### src/rtl/result_spi_tx.sv
// result_spi_tx: SPI mode-0 slave transmit stage for the ALU result.
// Packs {flags Z,C,V,S ; result} into one frame and shifts it out on MISO,
// MSB first, while the master clocks a transaction. SCLK and SS_n are
// oversampled in the clk domain through SYNC_STAGES-deep synchronizers.
// Optional feature: define RESULT_SPI_TX_PARITY_EN to append an even-parity
// bit after the data bits (transfer becomes FRAME_W+1 bits long).
module result_spi_tx #(
    parameter int FRAME_W     = 8,
    parameter int SYNC_STAGES = 2
) (
    input  logic       clk,
    input  logic       reset,
    input  logic [3:0] result_in,
    input  logic [3:0] flags_in,
    input  logic       load,
    input  logic       clr_overrun,
    input  logic       sclk_in,
    input  logic       ss_n_in,
    output logic       miso_out,
    output logic       busy,
    output logic       tx_done,
    output logic       overrun
);

`ifdef RESULT_SPI_TX_PARITY_EN
    localparam int XFER_W = FRAME_W + 1;
`else
    localparam int XFER_W = FRAME_W;
`endif
    localparam int              CNT_W    = $clog2(XFER_W + 1);
    localparam logic [CNT_W-1:0] CNT_TERM = CNT_W'(XFER_W);

    typedef enum logic [1:0] {
        IDLE,
        ARMED,
        SHIFT,
        DONE
    } state_t;

    state_t               state, state_nxt;
    logic [FRAME_W-1:0]   tx_buf, tx_buf_nxt;
    logic [FRAME_W-1:0]   hold_reg, hold_reg_nxt;
    logic [XFER_W-1:0]    shift_reg, shift_reg_nxt;
    logic                 pending, pending_nxt;
    logic [CNT_W-1:0]     bit_cnt, bit_cnt_nxt;
    logic                 overrun_nxt;

    logic [SYNC_STAGES-1:0] sclk_sync;
    logic [SYNC_STAGES-1:0] ss_sync;
    logic                   sclk_prev;
    logic                   ss_prev;
    logic                   sclk_s;
    logic                   ss_s;
    logic                   sclk_rise;
    logic                   sclk_fall;
    logic                   ss_fall;
    logic                   ss_rise;
    logic                   last_rise;

    logic [FRAME_W-1:0]   frame_in;
    logic [XFER_W-1:0]    xfer_word;

    assign frame_in = FRAME_W'({flags_in, result_in});

`ifdef RESULT_SPI_TX_PARITY_EN
    assign xfer_word = {tx_buf, ^tx_buf};
`else
    assign xfer_word = tx_buf;
`endif

    assign sclk_s    = sclk_sync[SYNC_STAGES-1];
    assign ss_s      = ss_sync[SYNC_STAGES-1];
    assign sclk_rise = sclk_s & ~sclk_prev;
    assign sclk_fall = ~sclk_s & sclk_prev;
    assign ss_fall   = ~ss_s & ss_prev;
    assign ss_rise   = ss_s & ~ss_prev;
    assign last_rise = sclk_rise && (bit_cnt == CNT_TERM - 1'b1);

    // Synchronize the master's pins and keep one delayed copy for edge detection
    always_ff @(posedge clk or negedge reset) begin
        if (!reset) begin
            sclk_sync <= '0;
            ss_sync   <= '1;
            sclk_prev <= 1'b0;
            ss_prev   <= 1'b1;
        end else begin
            sclk_sync <= {sclk_sync[SYNC_STAGES-2:0], sclk_in};
            ss_sync   <= {ss_sync[SYNC_STAGES-2:0], ss_n_in};
            sclk_prev <= sclk_s;
            ss_prev   <= ss_s;
        end
    end

    // State register plus all datapath registers, loaded from the next-state logic
    always_ff @(posedge clk or negedge reset) begin
        if (!reset) begin
            state     <= IDLE;
            tx_buf    <= '0;
            hold_reg  <= '0;
            shift_reg <= '0;
            pending   <= 1'b0;
            bit_cnt   <= '0;
            overrun   <= 1'b0;
        end else begin
            state     <= state_nxt;
            tx_buf    <= tx_buf_nxt;
            hold_reg  <= hold_reg_nxt;
            shift_reg <= shift_reg_nxt;
            pending   <= pending_nxt;
            bit_cnt   <= bit_cnt_nxt;
            overrun   <= overrun_nxt;
        end
    end

    // Next-state and datapath update; a load always wins over the abort reload
    // and a setting event always wins over clr_overrun
    always_comb begin
        state_nxt     = state;
        tx_buf_nxt    = tx_buf;
        hold_reg_nxt  = hold_reg;
        shift_reg_nxt = shift_reg;
        pending_nxt   = pending;
        bit_cnt_nxt   = bit_cnt;
        overrun_nxt   = overrun;

        if (clr_overrun) begin
            overrun_nxt = 1'b0;
        end

        case (state)
            IDLE: begin
                if (ss_fall) begin
                    shift_reg_nxt = '0;
                    bit_cnt_nxt   = '0;
                end
                if (load) begin
                    tx_buf_nxt  = frame_in;
                    pending_nxt = 1'b1;
                    state_nxt   = ARMED;
                end
            end
            ARMED: begin
                if (ss_fall) begin
                    shift_reg_nxt = xfer_word;
                    hold_reg_nxt  = tx_buf;
                    pending_nxt   = 1'b0;
                    bit_cnt_nxt   = '0;
                    state_nxt     = SHIFT;
                end
                if (load) begin
                    tx_buf_nxt  = frame_in;
                    pending_nxt = 1'b1;
                end
            end
            SHIFT: begin
                if (ss_rise && !last_rise) begin
                    bit_cnt_nxt = '0;
                    state_nxt   = ARMED;
                    if (!pending) begin
                        tx_buf_nxt  = hold_reg;
                        pending_nxt = 1'b1;
                    end
                end else if (sclk_rise) begin
                    bit_cnt_nxt = bit_cnt + 1'b1;
                    if (last_rise) begin
                        state_nxt = DONE;
                    end
                end else if (sclk_fall) begin
                    shift_reg_nxt = {shift_reg[XFER_W-2:0], 1'b0};
                end
                if (load) begin
                    if (pending) begin
                        overrun_nxt = 1'b1;
                    end
                    tx_buf_nxt  = frame_in;
                    pending_nxt = 1'b1;
                end
            end
            DONE: begin
                bit_cnt_nxt = '0;
                state_nxt   = (pending || load) ? ARMED : IDLE;
                if (load) begin
                    if (pending) begin
                        overrun_nxt = 1'b1;
                    end
                    tx_buf_nxt  = frame_in;
                    pending_nxt = 1'b1;
                end
            end
            default: begin
                state_nxt = IDLE;
            end
        endcase
    end

    assign miso_out = ~ss_prev & shift_reg[XFER_W-1];
    assign busy     = (state == SHIFT);
    assign tx_done  = (state == DONE);

endmodule
### config.mk
export PLATFORM = sky130hd
export DESIGN_NAME = result_spi_tx
export DESIGN_NICKNAME = d
export VERILOG_FILES = /design/src/rtl/result_spi_tx.sv
export SDC_FILE = /design/constraint.sdc
export NUM_CORES = 1
export LEC_CHECK = 0
export ABC_CLOCK_PERIOD_IN_PS = 3880
export BUFFER_PORTS_ARGS = -buffer_cell sky130_fd_sc_hd__buf_4
export CAP_MARGIN = 20
export CORE_UTILIZATION = 30
export CTS_BUF_LIST = sky130_fd_sc_hd__clkbuf_16
export CTS_CLUSTER_SIZE = 40
export DETAILED_ROUTE_END_ITERATION = 6
export RECOVER_POWER = 50
export SYNTH_ARGS = -nofsm -noshare
export SYNTH_HDL_FRONTEND = slang
export SYNTH_SLANG_ARGS = --single-unit
### constraint.sdc
create_clock -name clk -period 3.88 [get_ports clk]
set_clock_uncertainty 0.15 [all_clocks]
set_input_delay 0.194 -clock clk [delete_from_list [all_inputs] [get_ports clk]]
set_output_delay 0.194 -clock clk [all_outputs]
set_load 0.02 [all_outputs]
Word-level counts from Yosys, hierarchy flattened
Cells that the tools add are included.
W data, S select, Z words.
{ "word_totals": {"out_inout_bits": 4, "inputBits": 14, "elab_cells": 87, "register_bits": 38} }
{ "op_classes": {"mux": 32, "n_reduce_logical": 16, "bitwise": 9, "n_eq_ne": 18, "n_addsub": 1} }
{ "ops": {"columns": ["operator", "n"], "rows": [
  ["$mux W8", 9],
  ["$pmux W8 S3", 1],
  ["$pmux W8 S2", 1],
  ["$mux W4", 3],
  ["$pmux W4 S3", 1],
  ["$mux W1", 10],
  ["$mux W2", 5],
  ["$ne A2 B2 Y1 const B", 5],
  ["$ne A2 B1 Y1 const B", 4],
  ["$pmux W2 S4", 1],
  ["$ne A3 B1 Y1 const B", 2],
  ["$ne A3 B3 Y1 const B", 2],
  ["$reduce_and A3 Y1", 2],
  ["$reduce_and A6 Y1", 1],
  ["$reduce_or A2 Y1", 3],
  ["$and A1 B1 Y1", 5],
  ["$add A4 B1 Y4 const B", 1],
  ["$eq A2 B2 Y1 const B", 2],
  ["$eq A4 B3 Y1 const B", 1],
  ["$not A1 Y1", 4],
  ["$reduce_and A2 Y1", 2],
  ["$reduce_and A4 Y1", 1],
  ["$ne A3 B2 Y1 const B", 1],
  ["$pmux W1 S3", 1],
  ["other kinds (7)", 8]
]} }

Depth between registers and ports, before layout
{ "depth": {"ltp_word": 8, "depth_mapped": 7, "mapped_depth_nobuf": 6} }

Worst setup path after synthesis
No wires, ideal clock.
{ "synth_path": {"path_type": "reg-to-reg", "from": "register state[0]", "to": "register bit_cnt[3]", "path_buffers": 1, "path_stages_with_launch": 8, "path_slack_ns": 1.791, "arrival_ns": 1.863, "path_cell_list": "dfrtp_1 inv_1 ha_1 buf_4 and4b_2 a22oi_1 or4_1 o21ai_1"} }
{ "synth_rtl": {"columns": ["element", "line_no", "rtl"], "rows": [
  ["from (decl)", "40", "state_t state, state_nxt;"],
  ["from (signal assigned)", "105", "state <= state_nxt;"],
  ["$eq A2 B2 Y1 (*)", null, null],
  ["net busy", "20", "output logic busy,"],
  ["$ne A3 B1 Y1 (no line)", null, null],
  ["$reduce_and A2 Y1 (no line)", null, null],
  ["to (signal assigned)", "110", "bit_cnt <= bit_cnt_nxt;"],
  ["to (decl)", "45", "logic [CNT_W-1:0] bit_cnt, bit_cnt_nxt;"]
]} }
The timed path passes the listed nets; every way through them passes the cells marked *.
A chain may end at the register's enable or synchronous reset.

Worst setup path in the final report
{ "layout_path": {"from": "register state[0]", "to": "register tx_buf[3]"} }
{ "layout_via": {"elab_chain_cells": 4} }
{ "layout_lines": {"columns": ["element", "line_no", "rtl"], "rows": [
  ["$eq A2 B2 Y1, or another cell as far along", "130", "case (state)"],
  ["$reduce_or A3 Y1 (no line)", null, null],
  ["$ne A2 B1 Y1 (no line)", null, null],
  ["$reduce_and A3 Y1 (no line)", null, null],
  ["to (signal assigned)", "106", "tx_buf <= tx_buf_nxt;"],
  ["to (decl)", "41", "logic [FRAME_W-1:0] tx_buf, tx_buf_nxt;"]
]} }
Parallel ways exist; a longest one is shown, timed or not.

==> impl_metrics.csv <==
group,metric,value,unit
global_route,grt_pass1_vias,1260,
pwr,p_leak,1.05,nW
floorplan,die_x,82.3,um
clocking,cts_tree,"built",
global_route,grt_pass1_wl,6200,um
clocking,cts_root_buf,"clkbuf_16",
floorplan,die-area,6770,um2
timing,setup_violations,0,
logic_synthesis,synthCells,150,
logic_synthesis,synth_top_family_by_area,"multiplexers",
finish,fin_nets,194,
finish,drive_gt1_frac,0.374,
timing,period_share,0.663,
logic_synthesis,ys_ff_latch,38,
timing,relSlewSlack,-0.309,
logic_synthesis,yosysMostFrequentCell,"dfrtp_1",
drt,vias,1232,
setup_path,cp-startpoint,"state[0]",
logic_synthesis,yosys.area.top_type,"dfrtp_1",
setup_path,critPathKind,"register to register",
setup_path,crit_fanout,18,
global_route,antenna_found_initial,0,
placed_design,dp_hpwl,2420,um
clocking,path_clk_slew,60,ps
logic_synthesis,ys_top_cells_by_area,"dfrtp_1 45%, mux2_2 14%, mux2_4 6.2%, ha_1 4.5%, dfstp_2 4.1%",
logic_synthesis,muxShareOfSynthArea,0.207,
setup_path,r2r_start,"state[0]",
floorplan,start_util,0.319,
drt,via_per_inst,4.95,
outcome,violations,"capacitance limit, slew limit",
timing,rsz0062_at_grt,"no",
timing,finalSetupTns,0,ps
timing,fmax,389,MHz
floorplan,pin_count,18,
logic_synthesis,syn-num-nets,171,
placed_design,place_congestion,0.794,
timing,drv_slew,39,
logic_synthesis,synthXorXnorAreaFrac,0,
timing,hold_viol,0,
drt,routed_wl,3590,um
setup_path,crit_arrival,2590,ps
job,max_cap_violations,1,
clocking,numClockSinks,38,
clocking,postCtsSetupRepairBufs,0,
drt,ant_nets,0,
timing,setup_slack,1310,ps
clocking,insertion_delay,280,ps
placed_design,dp_slack,1360,ps
clocking,cts_buffers,5,
clocking,ctsResizeCount,0,
logic_synthesis,yosys.area_share.adder,0.0453,
finish,postLayoutCellArea,2340,um2
logic_synthesis,synthTopCellsByCount,"35 x dfrtp_1, 24 x mux2_2, 12 x nor2b_1",
drt,first_pass_iters,4,
global_route,grt_use_total,0.125,
logic_synthesis,yosysWarnings,0,
hold_path,hp-start,"load",
placed_design,port_buffers,17,
setup_path,cp.required,3890,ps
logic_synthesis,syn_area,1930,um2
hold_path,hp-class,"input port to register",
logic_synthesis,synth_edf_count,0,
logic_synthesis,ys.flop_type,"dfrtp_1",
finish,antennaDiodeCount,0,
clocking,hold_buffers,4,
logic_synthesis,ys_seq_area_frac,0.494,
clocking,htreeDepth,2,
pwr,power_density,723,nW/um2
logic_synthesis,synth_cell_types,42,
drt,drt_iter0_markers,53,
setup_path,startpoint_type,"register",
drt,routedWlPerCell,14.4,um
drt,drcViolationCount,0,
logic_synthesis,synth_top_area_frac,0.453,
logic_synthesis,synthSimpleGateAreaFrac,0.126,
logic_synthesis,syn_avg_cell_area,12.9,um2
timing,layout_min_cycle_time,2570,ps
floorplan,rows,28,
finish,area_growth,21.2,%
logic_synthesis,ys_async_sr_fraction,1.00,
floorplan,core_area,6060,um2
floorplan,die_h,82.3,um
timing,worst-slew-pin-transition,1960,ps
placed_design,post_dp_cell_area,2120,um2
clocking,clk_path_buf_depth,2,
pwr,ir_worst_vdd,0.301,mV
global_route,grt_max_degree,39,
setup_path,critPathCaptureType,"register",
outcome,outcome,"finished, violations left",
logic_synthesis,synth_compound_area_frac,0.0990,
global_route,overflow,0,
## worst max-delay path, stage by stage, from the launching register on
cell and delay, ps:
dfrtp_1 440, inv_1 170, ha_1 600, nand2b_1 450, mux2_2 400, mux2_2 250
## path summary, 6_finish.rpt
| kind | endpoint | slack [ps] | cells after the start |
|---|---|---|---|
| max | tx_buf[3] | 1310 | 5 |
| min | pending | 110 | 3 |
| max reg2reg | tx_buf[3] | 1310 | 5 |
| min reg2reg | sclk_sync[1] | 200 | 0 |
| max in group asynchronous | tx_buf[2] | 1590 | 2 |
| min in group asynchronous | tx_buf[1] | 870 | 2 |
## logic make-up after synthesis
group                    after synthesis
adder cells (fa/ha/maj)                7
AND/OR/NAND/NOR                       36
flip-flops                            38
buffers and inverters                 10
multiplexers                          33
AO/OA/AOI/OAI                         26
## routing by layer
layer,track usage,vias to the layer above,wire length (um)
met5,0,-,0
met4,0.0579,0,71
met3,0.0330,4,127
met2,0.181,28,1600
met1,0.173,611,1790
li1,-,589,-
## cell usage in the layout (no fill, tap or decap), drive strengths merged, types with 3 or more instances in the layout
cell type    Yosys  routed
nor2b           12      12
nor2             4       4
clkbuf           0       8
buf              5      14
inv              5       5
ha               7       7
mux2            32      32
dfrtp           35      35
nand2            4       4
dfstp            3       3
a31oi            3       3
dlygate4sd3      0       4
a22oi            8       8
o21ai            6       6
## area by class of cell
type / instances / area, um2
fill: 574 / 3720
clock buffer: 5 / 125
timing repair buffer: 21 / 164
inverter: 5 / 18.8
clock inverter: 3 / 63.8
tap: 75 / 93.8
sequential: 38 / 955
multi-input combinational: 102 / 923
## stage by stage
stage	utilization	instances	hold WS, ps	power (mW)
2_1_floorplan	-	150	-252	1.06
3_3_place_gp	0.350	237	38.7	1.17
3_5_place_dp	0.350	237	38.9	1.18
4_1_cts	0.387	249	108	1.71
5_1_grt	0.387	249	129	1.81
6_report	0.387	249	115	1.69
## where the power goes
part / internal, mW / switching (mW) / total [mW] / leakage [nW]
Sequential: 0.506 / 0.0765 / 0.582 / 0.468
Clock: 0.366 / 0.152 / 0.518 / 0.0915
Combinational: 0.297 / 0.297 / 0.594 / 0.490
Power figures use the tool's default switching activity.
